$ cat config.mk
export PLATFORM = sky130hd
export DESIGN_NAME = uart_operand_loader_flat
export DESIGN_NICKNAME = d
export VERILOG_FILES = /design/src/rtl/uart_pkg.sv /design/src/rtl/uart_operand_loader_if.sv /design/src/rtl/uart_rx_byte.sv /design/src/rtl/uart_operand_loader.sv /design/src/flat_wrapper.sv
export SDC_FILE = /design/constraint.sdc
export NUM_CORES = 1
export LEC_CHECK = 0
export BUFFER_PORTS_ARGS = -buffer_cell sky130_fd_sc_hd__buf_2
export CORE_UTILIZATION = 35
export CTS_CLUSTER_SIZE = 16
export DETAILED_ROUTE_END_ITERATION = 10
export PLACE_DENSITY = 0.52
export SLEW_MARGIN = 20
export SYNTH_ARGS = -nofsm -noshare
export SYNTH_HDL_FRONTEND = slang
export SYNTH_SLANG_ARGS = --single-unit
$ cat constraint.sdc
create_clock -name clk -period 5.1 [get_ports clk]
set_clock_uncertainty 0.2 [all_clocks]
set_input_delay 0.51 -clock clk [delete_from_list [all_inputs] [get_ports clk]]
set_output_delay 0.51 -clock clk [all_outputs]
set_load 0.03 [all_outputs]
$ cat src/rtl/uart_pkg.sv
// Shared types and bit-timing helpers for the UART operand loader.
package uart_pkg;

    typedef enum logic [2:0] {
        IDLE,
        START,
        DATA,
        STOP,
        STOP_WAIT
    } rx_state_e;

    typedef enum logic {
        WAIT_A,
        WAIT_B
    } seq_state_e;

    function automatic int calc_bit_ticks(input int clk_freq, input int baud);
        return clk_freq / baud;
    endfunction

    function automatic int calc_half_ticks(input int bit_ticks);
        return bit_ticks / 2;
    endfunction

endpackage

$ cat src/rtl/uart_operand_loader_if.sv
// Operand bus from the UART loader to the divider datapath.
interface uart_operand_loader_if #(
    parameter int p_N = 8
);
    logic [p_N-1:0] o_a;
    logic [p_N-1:0] o_b;
    logic           o_valid;
    logic           o_frame_err;
    logic           o_busy;

    modport master (output o_a, o_b, o_valid, o_frame_err, o_busy);
    modport slave  (input  o_a, o_b, o_valid, o_frame_err, o_busy);
endinterface

$ cat src/rtl/uart_rx_byte.sv
// 8N1 byte receiver: input synchronizer, mid-bit sampling FSM, tick/bit counters.
module uart_rx_byte
    import uart_pkg::*;
#(
    parameter int clk_freq       = 50000000,
    parameter int uart_baud_rate = 57600
) (
    input  logic       clk,
    input  logic       rst,
    input  logic       uart_rxd,
    output logic [7:0] rx_byte,
    output logic       byte_done,
    output logic       frame_err,
    output logic       busy
);
    localparam int BIT_TICKS  = calc_bit_ticks(clk_freq, uart_baud_rate);
    localparam int HALF_TICKS = calc_half_ticks(BIT_TICKS);
    localparam int CW         = $clog2(BIT_TICKS);
    localparam logic [CW-1:0] BIT_TC  = CW'(BIT_TICKS - 1);
    localparam logic [CW-1:0] HALF_TC = CW'(HALF_TICKS - 1);

    logic          rx_meta, rxs;
    rx_state_e     state, state_d;
    logic [CW-1:0] cnt, cnt_d;
    logic [2:0]    idx, idx_d;
    logic [7:0]    shreg, shreg_d;

    always_ff @(posedge clk) begin
        if (rst) begin
            rx_meta <= 1'b1;
            rxs     <= 1'b1;
            state   <= IDLE;
            cnt     <= '0;
            idx     <= '0;
            shreg   <= '0;
        end else begin
            rx_meta <= uart_rxd;
            rxs     <= rx_meta;
            state   <= state_d;
            cnt     <= cnt_d;
            idx     <= idx_d;
            shreg   <= shreg_d;
        end
    end

    // Every state transition clears the tick counter so each phase times from its own entry.
    always_comb begin
        state_d   = state;
        cnt_d     = cnt + 1'b1;
        idx_d     = idx;
        shreg_d   = shreg;
        byte_done = 1'b0;
        frame_err = 1'b0;
        unique case (state)
            IDLE: begin
                cnt_d = '0;
                if (!rxs) state_d = START;
            end
            START: begin
                if (cnt == HALF_TC) begin
                    cnt_d   = '0;
                    idx_d   = '0;
                    state_d = rxs ? IDLE : DATA;
                end
            end
            DATA: begin
                if (cnt == BIT_TC) begin
                    cnt_d        = '0;
                    shreg_d[idx] = rxs;
                    idx_d        = idx + 3'd1;
                    if (idx == 3'd7) state_d = STOP;
                end
            end
            STOP: begin
                if (cnt == BIT_TC) begin
                    cnt_d = '0;
                    if (rxs) begin
                        byte_done = 1'b1;
                        state_d   = IDLE;
                    end else begin
                        frame_err = 1'b1;
                        state_d   = STOP_WAIT;
                    end
                end
            end
            STOP_WAIT: begin
                // Hold off until the line recovers so a break is not read as new start bits.
                cnt_d = '0;
                if (rxs) state_d = IDLE;
            end
            default: begin
                cnt_d   = '0;
                state_d = IDLE;
            end
        endcase
    end

    assign rx_byte = shreg;
    assign busy    = (state != IDLE);
endmodule

$ cat src/rtl/uart_operand_loader.sv
// Pairs received bytes into dividend/divisor registers for the divider, strobing o_valid per pair.
module uart_operand_loader
    import uart_pkg::*;
#(
    parameter int clk_freq       = 50000000,
    parameter int uart_baud_rate = 57600,
    parameter int p_N            = 8
) (
    input  logic                  clk,
    input  logic                  rst,
    input  logic                  uart_rxd,
    uart_operand_loader_if.master dout
);
    logic [7:0]     rx_byte;
    logic           byte_done, frame_err, busy;

    seq_state_e     seq, seq_d;
    logic [p_N-1:0] a_hold, a_hold_d;
    logic [p_N-1:0] a_q, a_d, b_q, b_d;
    logic           valid_q, valid_d, ferr_q, ferr_d;

    uart_rx_byte #(
        .clk_freq      (clk_freq),
        .uart_baud_rate(uart_baud_rate)
    ) u_rx (
        .clk      (clk),
        .rst      (rst),
        .uart_rxd (uart_rxd),
        .rx_byte  (rx_byte),
        .byte_done(byte_done),
        .frame_err(frame_err),
        .busy     (busy)
    );

    always_ff @(posedge clk) begin
        if (rst) begin
            seq     <= WAIT_A;
            a_hold  <= '0;
            a_q     <= '0;
            b_q     <= '0;
            valid_q <= 1'b0;
            ferr_q  <= 1'b0;
        end else begin
            seq     <= seq_d;
            a_hold  <= a_hold_d;
            a_q     <= a_d;
            b_q     <= b_d;
            valid_q <= valid_d;
            ferr_q  <= ferr_d;
        end
    end

    // byte_done and frame_err are mutually exclusive, so the strobes can never coincide.
    always_comb begin
        seq_d    = seq;
        a_hold_d = a_hold;
        a_d      = a_q;
        b_d      = b_q;
        valid_d  = 1'b0;
        ferr_d   = 1'b0;
        if (frame_err) begin
            ferr_d   = 1'b1;
            a_hold_d = '0;
            seq_d    = WAIT_A;
        end else if (byte_done) begin
            unique case (seq)
                WAIT_A: begin
                    a_hold_d = rx_byte[p_N-1:0];
                    seq_d    = WAIT_B;
                end
                WAIT_B: begin
                    a_d     = a_hold;
                    b_d     = rx_byte[p_N-1:0];
                    valid_d = 1'b1;
                    seq_d   = WAIT_A;
                end
                default: seq_d = WAIT_A;
            endcase
        end
    end

    assign dout.o_a         = a_q;
    assign dout.o_b         = b_q;
    assign dout.o_valid     = valid_q;
    assign dout.o_frame_err = ferr_q;
    assign dout.o_busy      = busy;
endmodule

$ cat src/flat_wrapper.sv
// flat-port wrapper written by rule: the top's interface ports become plain ports
module uart_operand_loader_flat import uart_pkg::*;
#(
    parameter int clk_freq       = 50000000,
    parameter int uart_baud_rate = 57600,
    parameter int p_N            = 8
)
  (clk, rst, uart_rxd, dout_o_a, dout_o_b, dout_o_valid, dout_o_frame_err, dout_o_busy);
  uart_operand_loader_if #(.p_N(p_N)) dout_i ();
  input  logic clk;
  input  logic rst;
  input  logic uart_rxd;
  output wire logic [$bits(dout_i.o_a)-1:0] dout_o_a;
  output wire logic [$bits(dout_i.o_b)-1:0] dout_o_b;
  output wire logic [$bits(dout_i.o_valid)-1:0] dout_o_valid;
  output wire logic [$bits(dout_i.o_frame_err)-1:0] dout_o_frame_err;
  output wire logic [$bits(dout_i.o_busy)-1:0] dout_o_busy;
  assign dout_o_a = dout_i.o_a;
  assign dout_o_b = dout_i.o_b;
  assign dout_o_valid = dout_i.o_valid;
  assign dout_o_frame_err = dout_i.o_frame_err;
  assign dout_o_busy = dout_i.o_busy;
  uart_operand_loader #(.clk_freq(clk_freq), .uart_baud_rate(uart_baud_rate), .p_N(p_N)) u_core (.clk(clk), .rst(rst), .uart_rxd(uart_rxd), .dout(dout_i));
endmodule
After elaboration in Yosys (flattened, before gate mapping)
Cells that the tools add are included.
{"block": "totals", "register_bits": 53, "output_inout_bits": 19, "inputBits": 3}
{"block": "classes", "n_reduce_logical": 12, "eq_ne": 13, "order_cmp": 2, "n_bitwise": 3, "mux": 27, "n_addsub": 2}
{"cell": "$mux 3", "count": 9}
{"cell": "$mux 10", "count": 2}
{"cell": "$pmux 10 s2", "count": 1}
{"cell": "$pmux 3 s5", "count": 1}
{"cell": "$ne 2x2->1 const B", "count": 6}
{"cell": "$add 10x1->10 const B", "count": 1}
{"cell": "$eq 10x10->1 const B", "count": 1}
{"cell": "$eq 10x9->1 const B", "count": 1}
{"cell": "$mux 1", "count": 9}
{"cell": "$bwmux 8", "count": 1}
{"cell": "$eq 3x2->1 const B", "count": 2}
{"cell": "$eq 3x3->1 const B", "count": 2}
{"cell": "$pmux 3 s2", "count": 1}
{"cell": "$reduce_and 3->1", "count": 2}
{"cell": "$reduce_and 6->1", "count": 1}
{"cell": "$lt 3x4->1 const B", "count": 1}
{"cell": "$reduce_and 2->1", "count": 2}
{"cell": "$reduce_or 2->1", "count": 2}
{"cell": "$add 3x1->3 const B", "count": 1}
{"cell": "$demux 1 s3", "count": 1}
{"cell": "$eq 3x1->1 const B", "count": 1}
{"cell": "$ge 3x1->1 const B", "count": 1}
{"cell": "$logic_not 3->1", "count": 1}
{"cell": "$not 1->1", "count": 3}
{"cell": "other kinds (6)", "count": 6}

Depth between registers and ports, before layout
Gate-level depths: netlist (run 1).
{"block": "depth", "ltp_word": 5, "mapped_depth": 6, "depth_no_buf": 6}

Cells and area by module
Synthesis (run 1) repeated with hierarchy kept, for this count alone.
{"block": "hier_totals", "cells_unflattened": 256, "hier_area_um2": 2299.7}
{"mod": "uart_rx_byte", "area_per_inst_um2": 1313.8, "cells_per_inst": 139, "seq_area_each_um2": 520.5, "n_inst": 1}
{"mod": "uart_operand_loader", "area_per_inst_um2": 985.9, "cells_per_inst": 117, "seq_area_each_um2": 540.5, "n_inst": 1}

Worst setup path after synthesis (run 1)
Ideal clock, no wire load.
{"block": "synth_path", "kind": "register to register", "startpoint": "register u_core.u_rx.cnt[0]", "endpoint": "register u_core.a_q[0], in the netlist u_core.dout.o_a[0]", "required_time_ns": 4.772, "stages_incl_launch_ff": 7, "setup_time_ns": 0.128, "slack_ns": 3.229, "arrival_time_ns": 1.543, "path_cell_list": "dfxtp_1 > ha_1 > and4bb_2 > nand4_4 > buf_4 > mux2i_1 > nor2_1"}
{"block": "synth_via", "elab_chain_len": 5, "word_cells_on_any_way": 7}
{"element": "start, declared", "line_no": "uart_rx_byte.sv:24", "text": "logic [CW-1:0] cnt, cnt_d;"}
{"element": "start signal, assigned", "line_no": "uart_rx_byte.sv:40", "text": "cnt <= cnt_d;"}
{"element": "$eq 10x10->1 (*)", "line_no": "uart_rx_byte.sv:75", "text": "if (cnt == BIT_TC) begin"}
{"element": "$mux 1", "line_no": "uart_rx_byte.sv:75"}
{"element": "$mux 1", "line_no": "uart_rx_byte.sv:54", "text": "unique case (state)"}
{"element": "$not 1->1 (no source line)"}
{"element": "$reduce_and 3->1 (no source line) (*)"}
{"element": "end signal, assigned", "line_no": "uart_operand_loader.sv:39", "text": "a_q <= '0;"}
{"element": "end signal, assigned", "line_no": "uart_operand_loader.sv:46", "text": "a_q <= a_d;"}
{"element": "end, declared", "line_no": "uart_operand_loader.sv:19", "text": "logic [p_N-1:0] a_q, a_d, b_q, b_d;"}
Mark *: on every way between the ends. The rest lies on a longest branch, timed or not.
A chain may end at the register's enable or synchronous reset.

Worst setup path in the final report (run 1)
{"block": "layout_path", "startpoint": "register u_core.u_rx.cnt[0]", "endpoint": "register u_core.seq"}
{"block": "layout_via", "elab_chain_len": 4, "word_cells_on_any_way": 6}
{"element": "$eq 10x10->1 (*)", "line_no": "uart_rx_byte.sv:75"}
{"element": "$mux 1", "line_no": "uart_rx_byte.sv:75"}
{"element": "$mux 1", "line_no": "uart_rx_byte.sv:54"}
{"element": "$reduce_or 2->1 (no source line)"}
{"element": "end signal, assigned", "line_no": "uart_operand_loader.sv:44", "text": "seq <= seq_d;"}
{"element": "end, declared", "line_no": "uart_operand_loader.sv:17", "text": "seq_state_e seq, seq_d;"}
Marks and branches as above.

==> impl_metrics.tcl, run 1 <==
set metrics [dict create \
    status "finished clean" \
    vdd_drop_max_mv 0.1278 \
    ios 22 \
    nFillCells 646 \
    place_area_sq_um 2475 \
    clock_latency_ns 0.31 \
    endpoint_kind "register" \
    antenna_found_initial 0 \
    cp_top_family "simple AND/OR/NAND/NOR gates" \
    tightest_slew_ns 0.7098 \
    cts_resized 0 \
    synth_edf_count 0 \
    synth_top_area_frac 0.4542 \
    max_stage_delay_ns 0.60 \
    overflow 0 \
    synthCells 238 \
    via_per_inst 4.976 \
    antennaDiodeCount 0 \
    synthTopCellsByArea "dfxtp_1 45%, mux2i_1 14%, nor2_1 6.3%" \
    ys_types 46 \
    drv_slew 0 \
    drt-initial-drc-count 47 \
    fp-row-count 29 \
    grt_pass1_wl_mm 7.458 \
    hold_path_class "input port to register" \
    gp_congestion 0.7584 \
    synth.net_count 245 \
    path_clk_slew_ns 0.10 \
    dp_hpwl_mm 2.984 \
    drive_gt1_frac 0.1686 \
    postCtsSetupBuffers 0 \
    root_buffer "clkbuf_8" \
    yosysWarnings 0 \
    p_leak_uw 0.001208 \
    hold_viol 0 \
    vias 1652 \
    crit_type "register to register" \
    clockBufferDepth 2 \
    setup-violations-final 0 \
    synth.most_common_cell "dfxtp_1" \
    setup_slack_ns 2.572 \
    worst_setup_path_start_kind "register" \
    initial_core_util 0.3658 \
    die_w_um 83.70 \
    synth_top_area_cell "dfxtp_1" \
    die-area_sq_um 7005 \
    fin_crit_ns 2.528 \
    power_density_nw_per_um2 278.8 \
    die_h_um 83.70 \
    hold_buffers 0 \
    cts-htree-levels 2 \
    cts_tree "yes" \
    crit_fanout 10 \
    seq_area_frac_synth 0.4542 \
    rsz0062_at_grt "false" \
    finalHoldWorstSlack_ns 0.1964 \
    synth_seq_cells 53 \
    cp_num_buf_inv 0 \
    path_cells "ha_1 -> and4bb_2 -> nand4_1 -> nor4b_1 -> a211oi_2" \
    maxCapViolCount 0 \
    drc 0 \
    synth-main-ff-cell "dfxtp_1" \
    async_reset_ff_frac 0 \
    areaGrowthSynthToFinish_pct 10.77 \
    nets 261 \
    ys_top_cells_by_count "53 x dfxtp_1, 39 x nor2_1, 32 x mux2i_1" \
    grt_pass1_vias 1585 \
    grt_start_max_net_pins 26 \
    register_area_sq_um 1061 \
    final_util 0.4052 \
    postRouteAntennaNets 0 \
    routedWlPerCell_um 12.74 \
    min_period_over_period 0.4957 \
    synth_area_sq_um 2336 \
    cp.required_ns 5.12 \
    cts_made_buffers 5 \
    critPathArrivalTime_ns 2.55 \
    first_pass_iters 4 \
    wl_mm 4.229 \
    maxSlewHeadroom 0.5254 \
    avgSynthCellArea_sq_um 9.815 \
    finalSetupTns_ns 0 \
    fmax_mhz 395.6 \
    critPathSlowestCell "nand4_1" \
    core_area_sq_um 6386 \
    track_usage 0.1318 \
    fin_area_sq_um 2587 \
    multi_input_area_sq_um 1197 \
    cts_sinks 53 \
    io_buffer_count 21 \
    dpl_worst_slack_ns 2.598 \
]
## cells by family after synthesis
kind of cell    synth area share
compound gates           0.04874
mux                       0.1371
xor+xnor                 0.02999
fa+ha+maj                0.02143
buf+inv                  0.03321
simple gates              0.2753
flops                     0.4542
## per-layer routing
| layer | vias up | track usage | routed length (um) |
|---|---|---|---|
| met2 | 20 | 0.2121 | 1951 |
| li1 | 858 | - | - |
| met1 | 768 | 0.1716 | 2100 |
| met3 | 6 | 0.03858 | 124 |
| met5 | - | 0 | 0 |
| met4 | 0 | 0.03698 | 53 |
## area by class of cell
type	count	area share
Clock inverter	3	0.01692
Timing Repair Buffer	21	0.04062
Clock buffer	5	0.02660
Multi-Input combinational cell	169	0.4628
Inverter	4	0.005803
Sequential cell	53	0.4101
Tap cell	77	0.03723
## power by group
group | switching (uW) | internal [uW]
sequential | 2.11 | 415
combinational | 11.2 | 4.27
clock | 142 | 147
total | 155 | 567
## cells in the final DEF, fill, tap and decap left out, types with 2 or more instances in the layout
cell type | synthesis | routed
mux2i_1 | 32 | 32
nor4_1 | 3 | 3
nand4_1 | 6 | 6
ha_1 | 4 | 4
a21oi_1 | 3 | 3
nor4_4 | 2 | 2
inv_1 | 4 | 4
o21ai_1 | 3 | 3
xnor2_1 | 4 | 4
nor4b_1 | 2 | 2
clkbuf_8 | 0 | 5
nand2b_1 | 3 | 3
dfxtp_1 | 53 | 53
xor2_1 | 4 | 4
nor3_1 | 2 | 2
nand3_1 | 9 | 9
nor2_1 | 39 | 39
nand4bb_1 | 2 | 2
or2_2 | 3 | 3
and4b_1 | 2 | 2
buf_2 | 2 | 21
or3_1 | 2 | 2
nand2_1 | 20 | 20
a211oi_1 | 2 | 2
nor2b_1 | 3 | 3
## through the flow
step | instances | power, uW
3_3_place_gp | 324 | 442.4
6_report | 332 | 721.5
3_5_place_dp | 324 | 442.7
5_1_grt | 332 | 754.3
4_1_cts | 332 | 734.0
2_1_floorplan | 238 | 438.1
## sequential cells by signal, indices dropped and copies added, names as in the netlist, 3 cells and up
| register | cells |
|---|---|
| u_core.dout.o_a | 8 |
| u_core.u_rx.idx | 3 |
| u_core.dout.o_b | 8 |
| u_core.u_rx.cnt | 10 |
| u_core.u_rx.state | 3 |
| u_core.u_rx.rx_byte | 8 |
| u_core.a_hold | 8 |
## path summary, 6_finish.rpt
path                              end  cells past startpoint                start  slack, ns
setup / recovery           u_core.seq                      5   u_core.u_rx.cnt[0]       2.57
hold / removal    u_core.u_rx.rx_meta                      2             uart_rxd       0.20
hold reg to reg       u_core.u_rx.rxs                      1  u_core.u_rx.rx_meta       0.21
setup reg to reg           u_core.seq                      5   u_core.u_rx.cnt[0]       2.57
Power figures use the tool's default switching activity.
==> inputs of run 2 (changes only) <==
- ABC_AREA: unset -> 1
- clock period: 5.1 -> 2.35 ns (I/O delays scaled with it)
==> run 2 against run 1 <==
Against the previous run: critical endpoint is now u_core.dout.o_b[3]; critical path type unchanged; count of clock-buffer cells in the layout grew 1; power grew 150%; the run now ends with design-rule violations left; die area is 1.2% higher; maximum frequency is 26% higher.
==> impl_metrics.tcl, run 2 <==
set metrics [dict create \
    status "complete, but fails checks" \
    violations "design-rule violations" \
    yosysWarnings 0 \
    final_cells 455 \
    finalPower_uw 1799 \
    routedWlPerCell_um 9.684 \
    grt_pass1_vias 1729 \
    io_buffer_count 21 \
    power_density_nw_per_um2 683.6 \
    reg2reg_depth 8 \
    ys_top_cells_by_count "99 x nand2_1, 90 x nor2_1, 53 x dfxtp_1" \
    maxSlewHeadroom 0.6636 \
    p_leak_uw 0.001285 \
    synth_seq_cells 53 \
    most-common-layout-cells "99 x nand2_1, 90 x nor2_1, 53 x dfxtp_1, 46 x inv_1, 21 x buf_2" \
    core_area_sq_um 6422 \
    register_area_sq_um 1061 \
    track_usage 0.1353 \
    nFillCells 696 \
    grt_pass1_wl_mm 7.803 \
    multi_input_area_sq_um 1070 \
    cts_sinks 53 \
    finalSetupTns_ns 0 \
    areaGrowthSynthToFinish_pct 11.27 \
    cp.required_ns 2.34 \
    synthTopCellsByArea "dfxtp_1 45%, nand2_1 16%, nor2_1 14%" \
    crit_fanout 34 \
    worst_setup_path_start_kind "register" \
    antenna_found_initial 0 \
    die-area_sq_um 7089 \
    synth_area_sq_um 2365 \
    drive_gt1_frac 0.1032 \
    synth.most_common_cell "nand2_1" \
    fmax_mhz 499.7 \
    postCtsSetupBuffers 0 \
    die_w_um 84.20 \
    wl_mm 4.406 \
    clock_latency_ns 0.30 \
    root_buffer "clkbuf_8" \
    fp-row-count 29 \
    setup-violations-final 0 \
    die_h_um 84.20 \
    synth_top_area_cell "dfxtp_1" \
    largest_reg_flops 10 \
    drv_slew 0 \
    place_inst 446 \
    synth_edf_count 0 \
    antennaDiodeCount 0 \
    dp_hpwl_mm 3.030 \
    seq_area_frac_synth 0.4487 \
    largest_register "u_core.u_rx.cnt" \
    postRouteAntennaNets 0 \
    final_util 0.4097 \
    rsz0062_at_grt "false" \
    setup.worst_path.start "u_core.u_rx.cnt[0]" \
    tightest_slew_ns 0.5008 \
    drc 4 \
    cts_resized 0 \
    fin_crit_ns 2.001 \
    path_clk_slew_ns 0.10 \
    hold_viol 0 \
    drt-initial-drc-count 86 \
    ios 22 \
    cts_tree "yes" \
    maxCapViolCount 0 \
    clockBufferDepth 2 \
    vdd_drop_max_mv 0.6740 \
    cts-htree-levels 2 \
    critPathCapture "u_core.dout.o_b[3]" \
    first_pass_iters 7 \
    hold_path_class "input port to register" \
    crit_type "register to register" \
    synth-main-ff-cell "dfxtp_1" \
    initial_core_util 0.3682 \
    place_area_sq_um 2535 \
    final_common_cell "nand2_1" \
    critPathArrivalTime_ns 2.00 \
    ys_types 22 \
    nets 384 \
    synth_top_area_frac 0.4487 \
    vias 1943 \
    regToRegSetupSlack_ns 0.35 \
    fin_area_sq_um 2631 \
    min_period_over_period 0.8516 \
    endpoint_kind "register" \
    overflow 0 \
    avgSynthCellArea_sq_um 6.680 \
    async_reset_ff_frac 0 \
    gp_congestion 0.7943 \
    r2r_end "u_core.dout.o_b[3]" \
    via_per_inst 4.270 \
    cts_made_buffers 5 \
    synth.net_count 361 \
    reg2reg_from "u_core.u_rx.cnt[0]" \
    grt_start_max_net_pins 35 \
    synthCells 354 \
]
==> run 2: cell count changes after synthesis, sizes merged, moves of 4 or more <==
| cell | previous run | this run |
|---|---|---|
| nand2 | 20 | 100 |
| clkbuf | 7 | 3 |
| inv | 4 | 47 |
| a21oi | 3 | 11 |
| nor2 | 39 | 92 |
| nand4 | 7 | 0 |
| nand3 | 10 | 21 |
| nor4 | 6 | 0 |
| mux2i | 32 | 0 |
==> run 2: cell families (layout without fill, tap and decap cells) <==
group	after synthesis	in the layout	share of synthesized area
and+or+nand+nor	220	220	0.3746
buffers and inverters	57	81	0.09894
DFF	53	53	0.4487
AOI/OAI and AO/OA	13	13	0.03068
xor gates and xnor gates	7	7	0.02593
adders and majority gates	4	4	0.02116
==> run 2: stage by stage <==
step / hold slack [ns] / worst slack, ns
2_1_floorplan: 0.1041 / 0.6405
5_1_grt: 0.08750 / 0.1458
3_5_place_dp: 0.1975 / 0.3725
4_1_cts: 0.08612 / 0.3452
6_report: 0.08721 / 0.3487
3_3_place_gp: 0.1935 / 0.4232
==> run 2: area by class of cell <==
| class | count | share of cell area |
|---|---|---|
| multi-input cells | 244 | 0.4066 |
| inverters | 48 | 0.06847 |
| clock inverters | 2 | 0.005231 |
| clock buffers | 6 | 0.02758 |
| repair buffers | 25 | 0.05231 |
| well taps | 77 | 0.03661 |
| flip-flops and latches | 53 | 0.4032 |
==> run 2: what timing repair did <==
item                                    CTS  global route
hold buffers                              1             0
endpoints found under the setup margin    0             0
hold endpoints to repair                  1             0
==> run 2: layer usage <==
layer,track usage,up-vias,share of wire
met5,0,-,0
met4,0.03762,0,0.0066
met3,0.03048,2,0.025
met2,0.2109,18,0.40
met1,0.1885,821,0.57
li1,-,1102,-
==> run 2: how the worst min path moves through the flow <==
stage	from	endpoint	slack (ns)	cells past startpoint
after CTS	rst	u_core.u_rx.idx[0]	0.09	2
after detailed placement	u_core.u_rx.rx_meta	u_core.u_rx.rxs	0.20	1
after floorplan	rst	u_core.u_rx.rx_byte[0]	0.10	1
after global placement	u_core.u_rx.rx_meta	u_core.u_rx.rxs	0.19	1
after global routing	rst	u_core.u_rx.rx_byte[6]	0.09	2
final	rst	u_core.u_rx.rx_byte[7]	0.09	2
==> run 2: worst max-delay path, stage by stage (launching register included) <==
cell     delay (ns)
dfxtp_1        0.43
ha_1           0.24
nand2_1        0.07
nor2_1         0.10
nand2_1        0.11
inv_1          0.15
nand3_4        0.32
nor2_1         0.23
nor2_1         0.06
==> run 2: power breakdown <==
| group | internal (uW) | total [uW] | switching [uW] |
|---|---|---|---|
| logic | 99.8 | 326 | 226 |
| registers | 927 | 960 | 33.5 |
| clock network | 213 | 512 | 299 |
| total | 1240 | 1800 | 559 |
==> inputs of run 3 (changes only) <==
- BUFFER_PORTS_ARGS: -buffer_cell sky130_fd_sc_hd__buf_2 -> unset
- CELL_PAD_IN_SITES_DETAIL_PLACEMENT: unset -> 0
- CELL_PAD_IN_SITES_GLOBAL_PLACEMENT: unset -> 1
- DONT_BUFFER_PORTS: unset -> 1
- PLACE_DENSITY: 0.52 -> 0.64
==> run 3 against run 2 <==
Against the previous run: the run still ends with design-rule violations left; count of clock-buffer cells in the layout unchanged; utilization fell by 1.6 points; cell area down 3.9%; die area stayed put; sequential share of layout area is 1.6 points higher; combinational power down 6%; via count decreased by 1.2%; largest power group unchanged.
==> impl_metrics.tcl, run 3 (same netlist as run 2, synthesis figures left out) <==
set metrics [dict create \
    reg2reg_depth 10 \
    drt-initial-drc-count 107 \
    hold_path_class "register to register" \
    drc 4 \
    nets 363 \
    largest_register "u_core.u_rx.cnt" \
    io_buffer_count 0 \
    whs_path_depth 1 \
    gp_congestion 0.7496 \
    most-common-layout-cells "99 x nand2_1, 90 x nor2_1, 53 x dfxtp_1, 46 x inv_1, 20 x nand3_1" \
    cts-htree-levels 2 \
    die_w_um 84.20 \
    grt_start_max_net_pins 35 \
    cp.required_ns 2.36 \
    postCtsSetupBuffers 0 \
    crit_top_cell "nand2_1" \
    vias 1919 \
    first_pass_iters 8 \
    drive_gt1_frac 0.04762 \
    fp-row-count 29 \
    clockBufferDepth 2 \
    crit_fanout 9 \
    min_period_over_period 0.8682 \
    cp_num_buf_inv 2 \
    postRouteAntennaNets 0 \
    cts_resized 0 \
    vdd_drop_max_mv 0.3002 \
    r2r_end "u_core.a_hold[7]" \
    fin_crit_ns 2.040 \
    die-area_sq_um 7089 \
    die_h_um 84.20 \
    areaGrowthSynthToFinish_pct 6.931 \
    rsz0062_at_grt "false" \
    ios 22 \
    max_stage_delay_ns 0.43 \
    maxCapViolCount 0 \
    setup.worst_path.start "u_core.u_rx.cnt[0]" \
    violations "design-rule violations" \
    via_per_inst 4.422 \
    grt_pass1_vias 1807 \
    place_inst 424 \
    cts_tree "yes" \
    power_density_nw_per_um2 707.6 \
    p_leak_uw 0.001172 \
    grt_pass1_wl_mm 8.335 \
    endpoint_kind "register" \
    finalSetupTns_ns 0 \
    drv_slew 0 \
    root_buffer "clkbuf_8" \
    fmax_mhz 490.1 \
    cp_top_family "simple AND/OR/NAND/NOR gates" \
    setup-violations-final 0 \
    maxSlewHeadroom 0.6287 \
    path_cells "ha_1 -> nand2_1 -> nor2_1 -> nand2_1 -> inv_1 -> nand2_1 -> nand2_1 -> clkinv_1 -> nand2_1 -> nor2_1" \
    cts_sinks 53 \
    status "complete, but fails checks" \
    core_area_sq_um 6422 \
    track_usage 0.1472 \
    overflow 0 \
    path_clk_slew_ns 0.09 \
    wl_mm 4.734 \
    worst_setup_path_start_kind "register" \
    final_cells 434 \
    regToRegSetupSlack_ns 0.31 \
    hold_viol 0 \
    cts_made_buffers 5 \
    critPathArrivalTime_ns 2.05 \
    tightest_slew_ns 0.5551 \
    critPathSlowestCell "dfxtp_1" \
    crit_type "register to register" \
    initial_core_util 0.3682 \
    dp_hpwl_mm 3.224 \
    antenna_found_initial 0 \
    routedWlPerCell_um 10.91 \
    clock_latency_ns 0.30 \
    holdCritStartpoint "u_core.u_rx.rx_meta" \
    final_common_cell "nand2_1" \
    antennaDiodeCount 0 \
    largest_reg_flops 10 \
    reg2reg_from "u_core.u_rx.cnt[0]" \
    hold_end "u_core.u_rx.rxs" \
]
## run 3: report_power, final
| part | leakage [uW] | internal, uW | total, uW | switching, uW |
|---|---|---|---|---|
| sequential | 0.000428 | 927 | 965 | 38.0 |
| clock | 0.0000456 | 213 | 518 | 305 |
| combinational | 0.000698 | 88.4 | 307 | 218 |
## run 3: routing by layer
metal / global-route usage / vias to the layer above / wire length, um
met5: 0 / - / 0
met4: 0.04702 / 0 / 60
met3: 0.03343 / 7 / 178
met2: 0.2258 / 27 / 1923
met1: 0.2055 / 822 / 2571
li1: - / 1063 / -
## run 3: how the worst max path moves through the flow
stage / to / slack [ns] / depth (start not counted)
4_1_cts: u_core.a_hold[5] / 0.29 / 10
5_1_grt: u_core.a_hold[2] / 0.02 / 10
2_1_floorplan: u_core.a_hold[0] / 0.64 / 10
6_report: u_core.a_hold[7] / 0.31 / 10
3_3_place_gp: u_core.a_hold[4] / 0.34 / 10
3_5_place_dp: u_core.a_hold[5] / 0.31 / 10
## run 3: final cells by class
| type | instances | area, sq um |
|---|---|---|
| clock buffer | 6 | 72.57 |
| clock inverter | 2 | 13.76 |
| fill | 692 | 3894 |
| inverter | 48 | 180.2 |
| multi-input combinational | 244 | 1070 |
| sequential | 53 | 1061 |
| tap | 77 | 96.34 |
| timing repair buffer | 4 | 35.03 |
## run 3: what timing repair did
action,CTS,global route
endpoints found under the setup margin,0,0
hold endpoints to repair,17,0
hold buffers,2,0
## run 3: through the flow
step	hold WS [ns]	total power, uW	util	setup WS [ns]	instance area (sq um)
2_1_floorplan	0.1041	1234	-	0.6405	2365
5_1_grt	0.2636	1894	0.3937	0.02295	2529
3_3_place_gp	0.1062	1294	0.3772	0.3390	2422
6_report	0.2224	1789	0.3937	0.3096	2529
3_5_place_dp	0.1074	1291	0.3772	0.3118	2422
4_1_cts	0.2264	1821	0.3937	0.2890	2529
